==> src/rtl/alarm_trigger_pkg.sv <==
// Shared state encodings and default timing constants for the beep path.
// Imported by alarm_trigger and by any block that needs the same timing.
package alarm_trigger_pkg;

  typedef enum logic [1:0] {
    ST_IDLE   = 2'd0,
    ST_RING   = 2'd1,
    ST_SNOOZE = 2'd2
  } state_t;

  localparam int RETRIG_S_D       = 2;
  localparam int RING_TIMEOUT_S_D = 60;
  localparam int SNOOZE_S_D       = 300;
  localparam int MAX_SNOOZE_D     = 3;
  localparam int CNT_W_D          = 9;

endpackage

==> src/rtl/alarm_trigger_sec_timer.sv <==
// sec_timer: tick-driven saturating up counter with sync clear and terminal flag.
// Ports: clk, rst (async high), i_tick, i_clr, o_term (count == TERM).
module sec_timer #(
  parameter int CNT_W = 9,
  parameter int TERM  = 1
) (
  input  logic clk,
  input  logic rst,
  input  logic i_tick,
  input  logic i_clr,
  output logic o_term
);

  localparam logic [CNT_W-1:0] TERM_C = CNT_W'(TERM);

  logic [CNT_W-1:0] r_cnt;

  always_ff @(posedge clk or posedge rst) begin
    if (rst) begin
      r_cnt <= '0;
    end else if (i_clr) begin
      r_cnt <= '0;
    end else if (i_tick && (r_cnt != TERM_C)) begin
      r_cnt <= r_cnt + 1'b1;
    end
  end

  assign o_term = (r_cnt == TERM_C);

endmodule

==> src/rtl/alarm_trigger.sv <==
// alarm_trigger: alarm ring/retrigger/timeout, snooze, stop and hourly chime;
// emits one-cycle trig pulses. Ports: clk, rst, tick_1hz, cur_*, alarm_*,
// chime_en, stop_btn, snooze_btn -> trig, ringing, snoozing (all registered).
module alarm_trigger
  import alarm_trigger_pkg::*;
#(
  parameter int RETRIG_S       = RETRIG_S_D,
  parameter int RING_TIMEOUT_S = RING_TIMEOUT_S_D,
  parameter int SNOOZE_S       = SNOOZE_S_D,
  parameter int MAX_SNOOZE     = MAX_SNOOZE_D,
  parameter int CNT_W          = CNT_W_D
) (
  input  logic       clk,
  input  logic       rst,
  input  logic       tick_1hz,
  input  logic [4:0] cur_hour,
  input  logic [5:0] cur_min,
  input  logic [5:0] cur_sec,
  input  logic       alarm_en,
  input  logic [4:0] alarm_hour,
  input  logic [5:0] alarm_min,
  input  logic       chime_en,
  input  logic       stop_btn,
  input  logic       snooze_btn,
  output logic       trig,
  output logic       ringing,
  output logic       snoozing
);

  localparam logic [CNT_W-1:0] MAX_SNZ_C = CNT_W'(MAX_SNOOZE);

  state_t           r_state;
  state_t           w_nxt;
  logic             r_trig;
  logic             r_ringing;
  logic             r_snoozing;
  logic [CNT_W-1:0] r_snz_cnt;
  logic [CNT_W-1:0] w_snz_cnt;
  logic             w_trig;

  logic w_match;
  logic w_chime;
  logic w_ring_term;
  logic w_rtg_term;
  logic w_snz_term;
  logic w_ring_clr;
  logic w_rtg_clr;
  logic w_snz_clr;

  assign w_match = tick_1hz && alarm_en && (cur_sec == 6'd0)
                && (cur_min == alarm_min)
                && (cur_hour == alarm_hour);
  assign w_chime = tick_1hz && chime_en && (cur_sec == 6'd0)
                && (cur_min == 6'd0);

  // Timers are held at zero outside their own state, so every entry
  // into RING or SNOOZE starts from a cleared count.
  assign w_ring_clr = (r_state != ST_RING);
  assign w_rtg_clr  = (r_state != ST_RING) || (tick_1hz && w_rtg_term);
  assign w_snz_clr  = (r_state != ST_SNOOZE);

  sec_timer #(.CNT_W(CNT_W), .TERM(RING_TIMEOUT_S - 1)) u_ring (
    .clk   (clk),
    .rst   (rst),
    .i_tick(tick_1hz),
    .i_clr (w_ring_clr),
    .o_term(w_ring_term)
  );

  sec_timer #(.CNT_W(CNT_W), .TERM(RETRIG_S - 1)) u_rtg (
    .clk   (clk),
    .rst   (rst),
    .i_tick(tick_1hz),
    .i_clr (w_rtg_clr),
    .o_term(w_rtg_term)
  );

  sec_timer #(.CNT_W(CNT_W), .TERM(SNOOZE_S - 1)) u_snz (
    .clk   (clk),
    .rst   (rst),
    .i_tick(tick_1hz),
    .i_clr (w_snz_clr),
    .o_term(w_snz_term)
  );

  always_comb begin
    w_nxt     = r_state;
    w_trig    = 1'b0;
    w_snz_cnt = r_snz_cnt;
    unique case (r_state)
      ST_IDLE: begin
        if (w_match) begin
          w_nxt     = ST_RING;
          w_trig    = 1'b1;
          w_snz_cnt = '0;
        end else if (w_chime) begin
          w_trig = 1'b1;
        end
      end
      ST_RING: begin
        // Timeout wins over snooze and retrigger; an accepted snooze
        // suppresses a coincident retrigger pulse.
        if (tick_1hz && w_ring_term) begin
          w_nxt = ST_IDLE;
        end else if (snooze_btn && (r_snz_cnt < MAX_SNZ_C)) begin
          w_nxt     = ST_SNOOZE;
          w_snz_cnt = r_snz_cnt + 1'b1;
        end else if (tick_1hz && w_rtg_term) begin
          w_trig = 1'b1;
        end
      end
      ST_SNOOZE: begin
        if (tick_1hz && w_snz_term) begin
          w_nxt  = ST_RING;
          w_trig = 1'b1;
        end
      end
      default: begin
        w_nxt = ST_IDLE;
      end
    endcase
    if ((r_state != ST_IDLE) && !alarm_en) begin
      w_nxt  = ST_IDLE;
      w_trig = 1'b0;
    end
    if (stop_btn) begin
      w_nxt  = ST_IDLE;
      w_trig = 1'b0;
    end
  end

  always_ff @(posedge clk or posedge rst) begin
    if (rst) begin
      r_state    <= ST_IDLE;
      r_trig     <= 1'b0;
      r_ringing  <= 1'b0;
      r_snoozing <= 1'b0;
      r_snz_cnt  <= '0;
    end else begin
      r_state    <= w_nxt;
      r_trig     <= w_trig;
      r_ringing  <= (w_nxt == ST_RING);
      r_snoozing <= (w_nxt == ST_SNOOZE);
      r_snz_cnt  <= w_snz_cnt;
    end
  end

  assign trig     = r_trig;
  assign ringing  = r_ringing;
  assign snoozing = r_snoozing;

endmodule

==> config.mk <==
export PLATFORM = sky130hd
export DESIGN_NAME = alarm_trigger
export DESIGN_NICKNAME = d
export VERILOG_FILES = /design/src/rtl/alarm_trigger_pkg.sv /design/src/rtl/alarm_trigger_sec_timer.sv /design/src/rtl/alarm_trigger.sv
export SDC_FILE = /design/constraint.sdc
export NUM_CORES = 1
export LEC_CHECK = 0
export BUFFER_PORTS_ARGS = -buffer_cell sky130_fd_sc_hd__buf_2
export CORE_MARGIN = 2
export CORE_UTILIZATION = 45
export CTS_CLUSTER_SIZE = 10
export DETAILED_ROUTE_END_ITERATION = 10
export GPL_TIMING_DRIVEN = 0
export PLACE_DENSITY = 0.74
export SETUP_SLACK_MARGIN = 0.2
export SLEW_MARGIN = 10
export SYNTH_ARGS = -nofsm -noshare
export SYNTH_HDL_FRONTEND = slang
export SYNTH_SLANG_ARGS = --single-unit
==> constraint.sdc <==
create_clock -name clk -period 2.8 [get_ports clk]
set_input_delay 0.7 -clock clk [delete_from_list [all_inputs] [get_ports clk]]
set_output_delay 0.7 -clock clk [all_outputs]
set_load 0.02 [all_outputs]
==> out/qor.yml, run 1 <==
status: "finished, final reports clean"
cts_buffer_depth: 2
synthArstFlopShare: 1.000
netlist_area_um2: 2125
cts_max_level: 2
avgViaCountPerCell: 5.198
drv_slew: 0
slew_headroom: 0.6485
dr.pass1.iters: 5
hold_buffers: 0
fp.dieW_um: 72.71
gp_congestion: 0.8371
clock-root-buffer: "clkbuf_8"
rows: 24
reg2reg_to: "r_snz_cnt[1]"
yosys.area.top_type: "dfrtp_1"
start_kind: "input pin"
cellLeakagePower_nw: 1.147
required_ns: 2.98
synth_cell_types: 38
synth.most_common_cell: "dfrtp_1"
syn_inst: 215
drtIter0Drc: 64
regToRegSetupSlack_ns: 0.87
path_class: "in -> reg"
power.switching_mw: 0.2468
area_growth_pct: 16.78
cts.sinks: 41
grt-busiest-layer: "met2"
synth_area_leaders: "dfrtp_1, xnor2_1, nor2_1, xor2_1, ha_1"
p_int_mw: 0.8019
clock_latency_ns: 0.29
ios: 38
power_density_nw_per_um2: 422.7
slowest_stage: "nor4_4"
peakVddDrop_uv: 305.6
timing.fmax_ghz: 0.4842
path_delay_family: "simple AND/OR/NAND/NOR gates"
ys_top_cells_by_count: "dfrtp_1, nor2_1, xnor2_1"
die_area_um2: 5287
startpoint: "cur_sec[1]"
ff2ff_path_depth: 6
n_antenna_cell: 0
die_h_um: 72.71
use_met1: 0.2097
pwr-share-clk: 0.362
clkTransAtPathRegs_ns: 0.08
swShare: 0.2353
min_path_type: "in -> async"
r2r-start: "r_state[1]"
path_buf_inv: 1
ys_seq_area_frac: 0.4829
utilization: 0.5583
synthesis.nets: 255
cp.arrival_ns: 2.25
cts_tree: "built"
route.vias.total: 1627
cp_cell_sequence: "buf_2, nor4_2, nand4_2, nor4_4, nor2_2, mux2_4"
cts_resized: 0
synth-warning-count: 0
routed_wl_mm: 3.896
design.core.area_um2: 4444
drc_errors: 0
rsz0062_at_grt: "false"
grtUsageMet3: 0.04144
p_comb_frac: 0.072
port_buffers: 37
finalClockSkew_ns: 0.01214
antenna_found_initial: 0
synth_edf_count: 0
grt_use_total: 0.1695
cap_viol_max_count: 0
fin_crit_sh: 0.7376
p_seq_frac: 0.566
fin_area_um2: 2481
grt_max_degree: 37
tns_ns: 0
end_kind: "register"
cp_slowest_stage_delay_ns: 0.55
syn_area_per_cell_um2: 9.882
fin_nets: 300
cp.depth: 6
wl_per_cell_um: 12.45
dp_hpwl_mm: 2.960
worstPathMaxFanout: 10
grt_pass1_vias: 1659
met2_usage: 0.2869
timing.critical_path.to: "r_snz_cnt[1]"
setup_viol: 0
synthFlopType: "dfrtp_1"
drive_gt1_frac: 0.2107
min_period_ns: 2.065
post_cts_buffers: 0
grt_first_pass_wirelength_mm: 7.017
worst_pin_slew_ns: 0.5233
cts-buffers-inserted: 5
initial_core_util: 0.4780
grt_overflow_total: 0
postRouteAntennaNets: 0
place_area_um2: 2395
hold_viol_final: 0
yosys.area.top_type_share: 0.4829
ys_ff_latch: 41
-- state kept, by name (all words and copies together) (netlist names) --
name and count:
snoozing 1, u_snz.r_cnt 9, trig 1, r_snz_cnt 9, u_rtg.r_cnt 9, r_state 2
ringing 1, u_ring.r_cnt 9
-- power by group through the flow --
| stage | Combinational [mW] | Sequential (mW) | Clock, mW |
|---|---|---|---|
| 2_1_floorplan | 0.0375 | 0.605 | 0 |
| 3_3_place_gp | 0.0725 | 0.605 | 0 |
| 3_5_place_dp | 0.0777 | 0.605 | 0 |
| 4_1_cts | 0.0778 | 0.593 | 0.393 |
| 5_1_grt | 0.0860 | 0.594 | 0.410 |
| 6_report | 0.0757 | 0.594 | 0.379 |
-- metal layers --
metal | wire (um) | part of all wire | up-vias
li1 | - | - | 827
met1 | 1849 | 0.47 | 781
met2 | 1926 | 0.49 | 15
met3 | 89 | 0.023 | 4
met4 | 30 | 0.0077 | 0
met5 | 0 | 0 | -
-- worst reg2reg max path: stages (launching register included) --
cell      delay, ns
dfrtp_1        0.41
nand2b_1       0.15
clkbuf_1       0.19
a41oi_1        0.32
nor2b_1        0.35
nor2_2         0.09
mux2_4         0.32
-- worst min path at each step --
stage	slack (ns)	end	cells past startpoint	startpoint
finish	0.28	u_snz.r_cnt[4]	2	rst
global placement	0.47	r_snz_cnt[7]	1	r_snz_cnt[7]
CTS	0.28	u_snz.r_cnt[3]	2	rst
global route	0.28	u_snz.r_cnt[5]	2	rst
floorplan	0.45	u_rtg.r_cnt[8]	1	u_rtg.r_cnt[8]
detailed placement	0.48	u_rtg.r_cnt[8]	1	u_rtg.r_cnt[8]
-- layout by cell type (no fill, tap or decap), types with 2 or more instances in the layout --
cell type	count
buf_2	37
clkbuf_8	5
nor4b_1	3
nand4_1	7
xnor2_1	21
o31ai_1	2
nor3_1	5
nand2b_1	3
clkinv_2	2
and3_1	7
clkbuf_1	4
nor2_1	35
nand2_1	12
a21oi_1	6
or3_1	2
and2b_1	6
inv_1	6
nor2b_1	3
dfrtp_1	41
ha_1	5
xor2_1	9
nor4_1	3
o21ai_0	8
nand3_1	9
-- final cells by class --
class / instances / area [um^2]
repair buffers: 38 / 205.2
multi-input cells: 163 / 1057
fillers: 399 / 1963
clock buffers: 5 / 68.82
plain buffers: 4 / 15.01
well taps: 52 / 65.06
inverters: 7 / 26.28
flip-flops and latches: 41 / 1026
clock inverters: 3 / 17.52
-- cell families (layout without fill, tap and decap cells) --
group | after synthesis | count (layout) | synth area share
AOI/OAI and AO/OA | 20 | 20 | 0.05654
xor gates and xnor gates | 30 | 30 | 0.1237
adders and majority gates | 6 | 6 | 0.03416
and+or+nand+nor | 104 | 104 | 0.2662
buffers and inverters | 11 | 57 | 0.01943
muxes | 3 | 3 | 0.01708
DFF | 41 | 41 | 0.4829
-- through the flow --
stage / cells / total power, mW / worst slack (ns) / hold slack (ns)
2_1_floorplan: 215 / 0.6428 / 0.7124 / 0.4465
3_3_place_gp: 304 / 0.6779 / 0.4391 / 0.4722
3_5_place_dp: 305 / 0.6831 / 0.4048 / 0.4770
4_1_cts: 313 / 1.064 / 0.7339 / 0.2797
5_1_grt: 313 / 1.090 / 0.6355 / 0.2832
6_report: 313 / 1.049 / 0.7347 / 0.2844
Power figures use the tool's default switching activity.
==> inputs of run 2 (changes only) <==
PLACE_DENSITY = 0.76   (was 0.74)
clock period = 1.7 ns   (was 2.8 ns; I/O delays follow)
==> out/qor.yml, run 2 (synthesized netlist as in run 1, its figures left out) <==
drv_slew: 0
layout_commonest_cell: "dfrtp_1"
end_kind: "register"
min_path_type: "in -> async"
path_class: "reg -> reg"
cellLeakagePower_nw: 1.308
stdcell_count: 332
peakVddDrop_uv: 377.9
route.vias.total: 1770
postRouteAntennaNets: 0
cts.sinks: 41
fp.dieW_um: 72.71
finalClockSkew_ns: 0.008312
clock_latency_ns: 0.30
worst_pin_slew_ns: 0.4546
grt_overflow_total: 0
fin_nets: 319
area_growth_pct: 34.57
path_buf_inv: 1
die_area_um2: 5287
cp.arrival_ns: 1.80
start_kind: "register"
slowest_stage: "dfrtp_1"
worstPathMaxFanout: 8
rsz0062_at_grt: "true"
power_density_nw_per_um2: 615.1
holdWs_ns: 0.04561
cp_slowest_stage_delay_ns: 0.40
dp_hpwl_mm: 3.159
path_delay_family: "simple AND/OR/NAND/NOR gates"
grt_max_degree: 32
grt_use_total: 0.1925
tns_ns: 0
clkTransAtPathRegs_ns: 0.08
dr.pass1.iters: 4
hold_buffers: 0
design.core.area_um2: 4444
finalPower_mw: 1.759
cp_cell_sequence: "nand2b_1, buf_4, a41oi_2, nor2b_4, nor2_4, mux2_4"
status: "finished, final reports clean"
gp_congestion: 0.8074
ios: 38
grt_first_pass_wirelength_mm: 7.914
dp.cells: 305
setup_viol: 0
layout_common_cells: "dfrtp_1, buf_2, nor2_1"
fin_crit_sh: 0.9478
drc_errors: 0
routed_wl_mm: 4.840
rows: 24
dp_slack_ns: -0.2374
cts_max_level: 2
antenna_found_initial: 0
wl_per_cell_um: 14.58
timing.fmax_ghz: 0.6206
clock-root-buffer: "clkbuf_8"
initial_core_util: 0.4780
grt_pass1_vias: 1749
avgViaCountPerCell: 5.331
die_h_um: 72.71
fin_area_um2: 2859
cap_viol_max_count: 0
hold_viol_final: 0
setup_slack_ns: 0.08873
drive_gt1_frac: 0.3857
cts_tree: "built"
slew_headroom: 0.6969
drtIter0Drc: 62
utilization: 0.6433
cts-buffers-inserted: 5
cts_buffer_depth: 2
min_period_ns: 1.611
place_area_um2: 2427
port_buffers: 37
required_ns: 1.89
n_antenna_cell: 0
## run 2: cell count changes in the layout (fill, tap and decap cells not counted), moves of 3 or more
cell     before  now
a21oi_1       6    3
buf_4         0   18
buf_6         0    4
ha_1          5    2
nor2_1       35   31
nor2_4        0    3
nor4_4        1    4
o21ai_0       8    2
o21ai_1       0    3
o21ai_2       0    3
xnor2_1      21   17
xnor2_2       0    4
## run 2: worst reg2reg max path: cells and delay by family (launching register included)
family	cells	cell delay (ns)
muxes	1	0.30
buffers and inverters	1	0.17
DFF	1	0.40
AOI/OAI and AO/OA	1	0.20
and+or+nand+nor	3	0.43
## run 2: layout make-up
cell class	count	area, um^2
Sequential cell	41	1028
Clock inverter	2	10.01
Inverter	7	26.28
Tap cell	52	65.06
Multi-Input combinational cell	163	1267
Timing Repair Buffer	57	367.9
Buffer	4	21.27
Clock buffer	6	72.57
Fill cell	340	1585
## run 2: final timing paths
check,from,end,slack (ns),depth (start not counted)
worst max-delay path,r_state[1],r_snz_cnt[1],0.09,6
worst min-delay path,rst,u_rtg.r_cnt[8],0.05,2
worst max register to register,r_state[1],r_snz_cnt[1],0.09,6
max in group asynchronous,rst,u_ring.r_cnt[2],1.21,3
min in group clk,stop_btn,r_state[1],0.43,3
worst min register to register,r_snz_cnt[6],r_snz_cnt[6],0.49,1
## run 2: layer usage
metal,GRT usage,routed length [um]
met1,0.2418,2124
met2,0.3162,2509
met3,0.05387,122
met4,0.07202,83
met5,0,0
## run 2: what timing repair did
action,4_1_cts,5_1_grt
pin swaps,6,19
gates resized for setup,18,38
buffers inserted,13,6
endpoints found under the setup margin,22,31
## run 2: report_power, final
group	switching [mW]	internal, mW
sequential	0.00184	0.976
clock	0.349	0.285
combinational	0.0739	0.0724
total	0.425	1.33
